$ cat src/rtl/logic_unit_pipe.sv
// logic_unit_pipe: registered WIDTH-bit bitwise logic unit with an
// accumulator feedback path, a one-deep output register behind a
// valid/ready handshake, zero/parity flags and an accepted-op counter.
module logic_unit_pipe #(
  parameter int WIDTH = 4,
  parameter int CNT_W = 8
) (
  input  logic             clk,
  input  logic             rst_n,
  input  logic             in_valid,
  output logic             in_ready,
  input  logic [2:0]       op,
  input  logic             acc_mode,
  input  logic             acc_clear,
  input  logic [WIDTH-1:0] A,
  input  logic [WIDTH-1:0] B,
  output logic             out_valid,
  input  logic             out_ready,
  output logic [WIDTH-1:0] result,
  output logic             zero,
  output logic             parity,
  output logic [WIDTH-1:0] acc,
  output logic [CNT_W-1:0] op_count
);

  logic             r_out_valid;
  logic [WIDTH-1:0] r_result;
  logic             r_zero;
  logic             r_parity;
  logic [WIDTH-1:0] r_acc;
  logic [CNT_W-1:0] r_op_count;

  logic             w_accept;
  logic [WIDTH-1:0] w_beff;
  logic [WIDTH-1:0] w_f;

  // One-bit slice of the operation table; every op is purely bitwise,
  // so the full result is just WIDTH independent copies of this.
  function automatic logic bit_op(input logic [2:0] sel, input logic a, input logic b);
    case (sel)
      3'b000:  bit_op = a & b;
      3'b001:  bit_op = a | b;
      3'b010:  bit_op = a ^ b;
      3'b011:  bit_op = ~(a | b);
      3'b100:  bit_op = ~(a & b);
      3'b101:  bit_op = ~(a ^ b);
      3'b110:  bit_op = ~a;
      default: bit_op = a;
    endcase
  endfunction

  // Ready depends only on the output register state and the consumer,
  // never on in_valid or operand data.
  assign in_ready = !r_out_valid | out_ready;
  assign w_accept = in_valid & in_ready;

  // A clear on the same cycle as an accumulator-mode accept feeds zero.
  assign w_beff = acc_mode ? (acc_clear ? '0 : r_acc) : B;

  genvar gi;
  generate
    for (gi = 0; gi < WIDTH; gi++) begin : g_bit
      assign w_f[gi] = bit_op(op, A[gi], w_beff[gi]);
    end
  endgenerate

  // Output register, flags, accumulator and counter.
  always_ff @(posedge clk) begin
    if (!rst_n) begin
      r_out_valid <= 1'b0;
      r_result    <= '0;
      r_zero      <= 1'b0;
      r_parity    <= 1'b0;
      r_acc       <= '0;
      r_op_count  <= '0;
    end else begin
      if (w_accept) begin
        r_out_valid <= 1'b1;
        r_result    <= w_f;
        r_zero      <= (w_f == '0);
        r_parity    <= ^w_f;
        r_acc       <= w_f;
        r_op_count  <= r_op_count + 1'b1;
      end else begin
        if (out_ready) begin
          r_out_valid <= 1'b0;
        end
        if (acc_clear) begin
          r_acc <= '0;
        end
      end
    end
  end

  assign out_valid = r_out_valid;
  assign result    = r_result;
  assign zero      = r_zero;
  assign parity    = r_parity;
  assign acc       = r_acc;
  assign op_count  = r_op_count;

endmodule

$ cat config.mk
export PLATFORM = sky130hd
export DESIGN_NAME = logic_unit_pipe
export DESIGN_NICKNAME = d
export VERILOG_FILES = /design/src/rtl/logic_unit_pipe.sv
export SDC_FILE = /design/constraint.sdc
export NUM_CORES = 1
export LEC_CHECK = 0
export ABC_AREA = 1
export CAP_MARGIN = 40
export CORE_AREA = 2 2 67 69
export CTS_BUF_LIST = sky130_fd_sc_hd__clkbuf_4
export DETAILED_ROUTE_END_ITERATION = 12
export DIE_AREA = 0 0 69 71
export DONT_BUFFER_PORTS = 1
export GPL_TIMING_DRIVEN = 0
export PLACE_DENSITY_LB_ADDON = 0.2
export RECOVER_POWER = 25
export SYNTH_ARGS = -nofsm -noshare
export SYNTH_HDL_FRONTEND = slang
export SYNTH_SLANG_ARGS = --single-unit
$ cat constraint.sdc
create_clock -name clk -period 2.05 [get_ports clk]
set_input_delay 0.205 -clock clk [delete_from_list [all_inputs] [get_ports clk]]
set_output_delay 0.205 -clock clk [all_outputs]
set_load 0.005 [all_outputs]
==> flow_summary_export.csv, run 1 <==
group,metric,value,unit
status,status,"completed",
logic_synthesis,ys_async_sr_fraction,0,
power,peakVddDrop,0.333,mV
finish,area.growth.synth_to_final,14.1,%
sta,finalCritPeriodShare,0.935,
finish,post_route_cells_drive_above_1_share,0.237,
sta,setup_viol,0,
routing,drtAntennaViolNets,0,
min_path,hold_start,"rst_n",
clock_network,clock_path_buffers,2,
power,pwr-share-seq,0.485,
finish,layout.nets,240,
critical_path,rrSetupSlack,0.13,ns
global_routing,grt_overflow,0,
clock_network,tritoncts,"yes",
global_routing,antenna_found_initial,0,
die,core_area,4200,um2
global_routing,grt_pass1_vias,1138,
sta,worst_slack,0.133,ns
global_routing,grt_usage,0.125,
finish,multi_input_area,900,um2
flow_run,maxCapViolCount,0,
power,power-per-cell-area,531,nW/um2
power,intPower,584,uW
critical_path,end_kind,"flip-flop",
logic_synthesis,synth_top_flop_cell,"dfxtp_1",
critical_path,critPathRequiredTime,2.28,ns
sta,min_period,1.92,ns
routing,firstDrtPassIters,4,
place,finalWeightedCongestion,0.737,
logic_synthesis,synth_most_common_cell,"nand2_1",
routing,via_per_inst,4.80,
routing,wl_per_cell,12.3,um
finish,fin_util,0.378,
global_routing,grt_max_degree,11,
critical_path,path_max_fanout,2,
finish,fill_cells,458,
min_path,hold_path.class,"in2reg",
die,die_h,71,um
critical_path,path_class,"reg2reg",
global_routing,grt_pass1_wl,5.12,mm
logic_synthesis,synth_edf_count,0,
routing,drtIter0Drc,40,
die,num_io_pins,37,
logic_synthesis,synthTopCellsByCount,"44 x nand2_1, 32 x inv_1, 20 x nor2_1, 19 x dfxtp_1, 16 x nand4_1",
clock_network,clk_latency,0.29,ns
power,p_leak,0.739,nW
critical_path,r2r_start,"acc[2]$_SDFF_PN0_",
routing,vias,1263,
clock_network,cts_hold_buf,0,
logic_synthesis,avgSynthCellArea,6.79,um2
routing,drc,0,
power,combPwrFrac,0.280,
logic_synthesis,synth.distinct_cells,27,
critical_path,reg2reg_depth,14,
sta,hold_viol,0,
logic_synthesis,netlist_area,1390,um2
power,p_switching,260,uW
logic_synthesis,syn-num-nets,233,
critical_path,r2r-end,"parity$_SDFFE_PN0P_",
power,switching_share,0.308,
logic_synthesis,synth.yosys.seq_area_share,0.273,
finish,antenna_cells,0,
place,dp_hpwl,2.44,mm
clock_network,cts.sinks,19,
die,row_count,24,
finish,register_area,384,um2
die,initial_core_util,0.331,
logic_synthesis,ys_ff_latch,19,
power,power_frac_clock,0.234,
logic_synthesis,synthTopCellsByArea,"dfxtp_1 27%, nand2_1 12%, ha_1 9.9%, inv_1 8.6%, nand4_1 7.2%",
logic_synthesis,syn_inst,205,
place,dp_slack,-0.0871,ns
die,die_w,69,um
sta,max_freq,522,MHz
sta,fin_setup_tns,0,ns
logic_synthesis,synth_top_cell_area_share,0.273,
clock_network,cts_buffers,3,
min_path,min_path_cells,2,
sta,max_slew_margin,0.705,
critical_path,worstPathArrival,2.15,ns
die,dieArea,4900,um2
sta,slew_viol_final,0,
logic_synthesis,yosys.area.top_type,"dfxtp_1",
min_path,whs_endpoint,"op_count[6]$_SDFFE_PN0P_",
sta,skew,0.00176,ns
place,port_buffers,0,
routing,wl,3.23,mm
logic_synthesis,yosysWarnings,0,
critical_path,critPathLaunchType,"flip-flop",
sta,tightest_slew,0.442,ns
clock_network,cts.clk_slew.worst_paths,0.10,ns
clock_network,cts_max_level,1,
clock_network,clockRootBuffer,"clkbuf_4",
## through the flow
stage                     instances  hold WS [ns]  cell area, um2  power [mW]
final                           263        0.0197            1590       0.844
after CTS                       261       0.00499            1500       0.824
after global placement          257         0.329            1460       0.610
after floorplan                 205         0.326            1390       0.568
after detailed placement        257         0.330            1460       0.609
after global routing            263       0.00334            1590       0.903
## registers in the layout (all words and copies together), names as in the netlist
signal and cells:
acc 4, op_count 8, out_valid 1, parity 1
result 4, zero 1
## worst max-delay path, cell delays in order (launching register included)
cell	delay [ns]
dfxtp_2	0.36
nand2_1	0.06
inv_2	0.06
nand2_1	0.06
o21ai_2	0.08
inv_2	0.06
ha_4	0.26
nand4_1	0.08
nand2_1	0.08
nor2_2	0.05
nand3_2	0.08
inv_1	0.04
ha_1	0.31
xnor2_2	0.14
a21oi_1	0.13
## worst max-delay path by stage
stage | from | end | slack, ns | depth (start not counted)
4_1_cts | acc[1]$_SDFF_PN0_ | parity$_SDFFE_PN0P_ | 0.0004 | 14
6_report | acc[2]$_SDFF_PN0_ | parity$_SDFFE_PN0P_ | 0.13 | 14
5_1_grt | acc[0]$_SDFF_PN0_ | parity$_SDFFE_PN0P_ | -0.01 | 14
3_5_place_dp | acc[2]$_SDFF_PN0_ | parity$_SDFFE_PN0P_ | -0.09 | 14
3_3_place_gp | acc[2]$_SDFF_PN0_ | parity$_SDFFE_PN0P_ | -0.09 | 14
2_1_floorplan | acc[2]$_SDFF_PN0_ | parity$_SDFFE_PN0P_ | 0.22 | 14
## placed cells by master (no fill, tap or decap)
cell      instances
buf_2             1
xor2_1            1
inv_6             2
nand3_1           8
o21ai_2           4
nand4_1          16
nor3b_1           1
a21oi_2           2
ha_4              4
a21oi_1          12
clkbuf_1          1
xnor2_2           1
nor2_2            5
buf_4             5
nand2_1          44
clkbuf_4          4
inv_1            27
nand3b_1          4
nand2_2           5
nor3_2            1
o21ai_0           6
dfxtp_2           3
o21bai_1          1
nor2_1           16
dfxtp_1          16
nor3_1            1
nand3_2           4
inv_2             6
nor3_4            1
buf_6             2
ha_1              7
## kinds of logic (layout without fill, tap and decap cells)
| group | after synthesis | after routing | share of synthesized area |
|---|---|---|---|
| compound gates | 25 | 25 | 0.0970 |
| simple gates | 106 | 106 | 0.378 |
| buf+inv | 42 | 48 | 0.140 |
| xor+xnor | 2 | 2 | 0.0126 |
| fa+ha+maj | 11 | 11 | 0.0988 |
| flops | 19 | 19 | 0.273 |
## power groups by stage
stage	Clock, mW	Sequential, mW	Combinational [mW]
2_1_floorplan	0	0.413	0.156
4_1_cts	0.207	0.410	0.206
3_5_place_dp	0	0.418	0.191
6_report	0.198	0.410	0.237
5_1_grt	0.222	0.413	0.268
3_3_place_gp	0	0.418	0.192
## cell type report
type | instances | share of cell area
Inverter | 35 | 0.0890
Sequential cell | 19 | 0.242
Buffer | 7 | 0.0339
Tap cell | 52 | 0.0409
Timing Repair Buffer | 2 | 0.00945
Clock buffer | 4 | 0.0189
Multi-Input combinational cell | 144 | 0.566
## metal layers
| metal | GRT usage | wire length [um] | part of all wire |
|---|---|---|---|
| met5 | 0 | 0 | 0 |
| met2 | 0.208 | 1520 | 0.47 |
| met3 | 0.0541 | 211 | 0.065 |
| met4 | 0.0131 | 8 | 0.0025 |
| met1 | 0.157 | 1490 | 0.46 |
## repair_timing
action,in CTS,in global routing
hold endpoints to repair,0,0
endpoints found under the setup margin,1,2
buffers inserted,0,2
pin swaps,0,6
gates cloned,0,0
resized for setup,7,19
Power figures use the tool's default switching activity.
==> run 2, diff against run 1 <==
Settings changed: ABC_AREA 1 to not set, CORE_AREA 2 2 67 69 to 2 2 67 63, DIE_AREA 0 0 69 71 to 0 0 69 65.
==> run 2 against run 1 <==
Net effect:
- the run now ends with negative setup slack left
- first-iteration DRC count is 40% lower
- die area is 8.5% lower
- count of clock-buffer cells in the layout stayed put
- critical path depth is 4 lower
- core utilization is 4.7 points higher
- flip-flop and latch count stayed put
- critical path type unchanged
- critical endpoint unchanged
==> flow_summary_export.csv, run 2 <==
group,metric,value,unit
logic_synthesis,yosysWarnings,0,
status,status,"complete, but fails checks",
finish,fill_cells,393,
power,power-per-cell-area,546,nW/um2
sta,rsz0062_at_grt,"yes",
power,peakVddDrop,0.195,mV
finish,antenna_cells,0,
critical_path,cp_num_buf_inv,0,
finish,layout.nets,185,
sta,max_freq,419,MHz
die,row_count,22,
die,core_area,3850,um2
global_routing,grt_max_degree,11,
sta,tightest_slew,0.420,ns
die,initial_core_util,0.334,
critical_path,crit_path_top_delay_cell,"or4_4",
finish,layout_commonest_cell,"dfxtp_1",
logic_synthesis,ys_ff_latch,19,
sta,worst_slack,-0.334,ns
logic_synthesis,synth_most_common_cell,"dfxtp_1",
global_routing,grt_pass1_vias,1103,
critical_path,path_max_fanout,2,
finish,fin_util,0.425,
sta,slew_viol_final,0,
logic_synthesis,ys_async_sr_fraction,0,
critical_path,crit_family,"simple AND/OR/NAND/NOR gates",
logic_synthesis,netlist_area,1290,um2
clock_network,cts_max_level,1,
finish,post_route_cells_drive_above_1_share,0.340,
finish,area.growth.synth_to_final,27.2,%
die,die_h,65,um
die,dieArea,4490,um2
sta,skew,0.00168,ns
clock_network,cts_hold_buf,0,
routing,via_per_inst,5.26,
routing,wl_per_cell,15.3,um
logic_synthesis,synthTopCellsByCount,"19 x dfxtp_1, 12 x nor2_1, 11 x ha_1, 9 x inv_1, 9 x xnor2_1",
routing,firstDrtPassIters,4,
routing,drc,0,
logic_synthesis,synth_edf_count,0,
critical_path,end_kind,"flip-flop",
place,dp_hpwl,2.35,mm
logic_synthesis,syn-num-nets,176,
clock_network,clk_latency,0.29,ns
power,p_leak,0.628,nW
critical_path,path_common_cell,"ha_4",
die,die_w,69,um
logic_synthesis,syn_inst,148,
clock_network,cts_buffers,3,
logic_synthesis,synth_top_cell_area_share,0.295,
die,num_io_pins,37,
critical_path,critPathRequiredTime,2.25,ns
place,port_buffers,0,
logic_synthesis,synthTopCellsByArea,"dfxtp_1 30%, ha_1 11%, xnor2_1 6.1%, mux2i_1 4.7%, mux2_2 3.5%",
min_path,hold_path.class,"in2reg",
clock_network,cts.clk_slew.worst_paths,0.11,ns
logic_synthesis,synth.distinct_cells,31,
critical_path,slowest_delay,0.55,ns
sta,fin_setup_tns,-0.371,ns
sta,min_period,2.38,ns
logic_synthesis,synth.yosys.seq_area_share,0.295,
finish,most-common-layout-cells,"18 x dfxtp_1, 12 x nor2_1, 9 x ha_4",
sta,max_slew_margin,0.720,
logic_synthesis,yosys.area.top_type,"dfxtp_1",
routing,drtIter0Drc,24,
critical_path,path_class,"reg2reg",
status,violations,"negative setup slack",
critical_path,critPathLaunchType,"flip-flop",
sta,hold_viol,0,
global_routing,grt_pass1_wl,5.38,mm
critical_path,rrSetupSlack,-0.33,ns
sta,setup_viol,2,
global_routing,grt_usage,0.150,
finish,largest_register_ff_count,8,
routing,drtAntennaViolNets,0,
critical_path,path_cells,"nor2b_4 -> mux2_4 -> ha_4 -> mux2i_2 -> nor2_1 -> or4_4 -> ha_4 -> xnor2_2 -> nand2_1 -> o211a_1",
logic_synthesis,synth_top_flop_cell,"dfxtp_1",
flow_run,maxCapViolCount,0,
sta,worst_hold_slack,0.0461,ns
routing,wl,3.13,mm
global_routing,grt_overflow,0,
routing,vias,1073,
finish,postLayoutCellArea,1640,um2
logic_synthesis,avgSynthCellArea,8.70,um2
critical_path,worstPathArrival,2.58,ns
clock_network,tritoncts,"yes",
place,placed_cell_area,1440,um2
place,finalWeightedCongestion,0.737,
sta,finalCritPeriodShare,1.16,
clock_network,cts.sinks,19,
clock_network,clockRootBuffer,"clkbuf_4",
global_routing,antenna_found_initial,0,
clock_network,clock_path_buffers,2,
[run 2: cell type report]
cell class,instances,area [um2],area share
Tap cell,48,60.1,0.0367
Inverter,9,36.3,0.0222
Multi-Input combinational cell,112,1050,0.642
Timing Repair Buffer,4,37.5,0.0229
Buffer,8,41.3,0.0252
Sequential cell,19,382,0.233
Clock buffer,4,30.0,0.0183
[run 2: path summary, 6_finish.rpt]
kind / endpoint / cells after the start / startpoint
setup / recovery: parity$_SDFFE_PN0P_ / 10 / acc[3]$_SDFF_PN0_
hold reg to reg: zero$_SDFFE_PN0P_ / 2 / zero$_SDFFE_PN0P_
setup reg to reg: parity$_SDFFE_PN0P_ / 10 / acc[3]$_SDFF_PN0_
hold / removal: out_valid$_SDFFE_PN0P_ / 2 / in_valid
[run 2: timing repair]
| action | in CTS | in global routing |
|---|---|---|
| setup endpoints to repair | 2 | 10 |
| buffers inserted | 4 | 0 |
| resized for setup | 27 | 9 |
| pin swaps | 12 | 0 |
| hold endpoints to repair | 0 | 0 |
[run 2: cell families (layout without fill, tap and decap cells)]
| family | count (synthesis) | in the layout | synth area share |
|---|---|---|---|
| mux | 10 | 10 | 0.0816 |
| flops | 19 | 19 | 0.295 |
| fa+ha+maj | 11 | 11 | 0.107 |
| compound gates | 27 | 27 | 0.141 |
| buf+inv | 17 | 25 | 0.0593 |
| xor+xnor | 10 | 10 | 0.0680 |
| simple gates | 54 | 54 | 0.248 |
[run 2: where the power goes]
part | internal, mW | leakage, nW | switching, mW | total, mW
Combinational | 0.154 | 0.453 | 0.123 | 0.277
Sequential | 0.392 | 0.156 | 0.0209 | 0.413
Clock | 0.0888 | 0.0184 | 0.115 | 0.204
Total | 0.635 | 0.628 | 0.259 | 0.894
[run 2: metal layers]
| metal | track usage | share of wire | wire length (um) | vias to the layer above |
|---|---|---|---|---|
| met5 | 0 | 0 | 0 | - |
| met4 | 0.0515 | 0.0093 | 29 | 0 |
| met3 | 0.0311 | 0.050 | 156 | 2 |
| met2 | 0.281 | 0.54 | 1680 | 21 |
| met1 | 0.168 | 0.40 | 1260 | 515 |
| li1 | - | - | - | 535 |
[run 2: stage by stage]
step	total power, mW	setup slack (ns)	std cells
2_1_floorplan	0.587	-0.185	148
3_3_place_gp	0.620	-0.321	196
3_5_place_dp	0.630	-0.420	196
4_1_cts	0.886	-0.313	204
5_1_grt	0.953	-0.437	204
6_report	0.894	-0.334	204
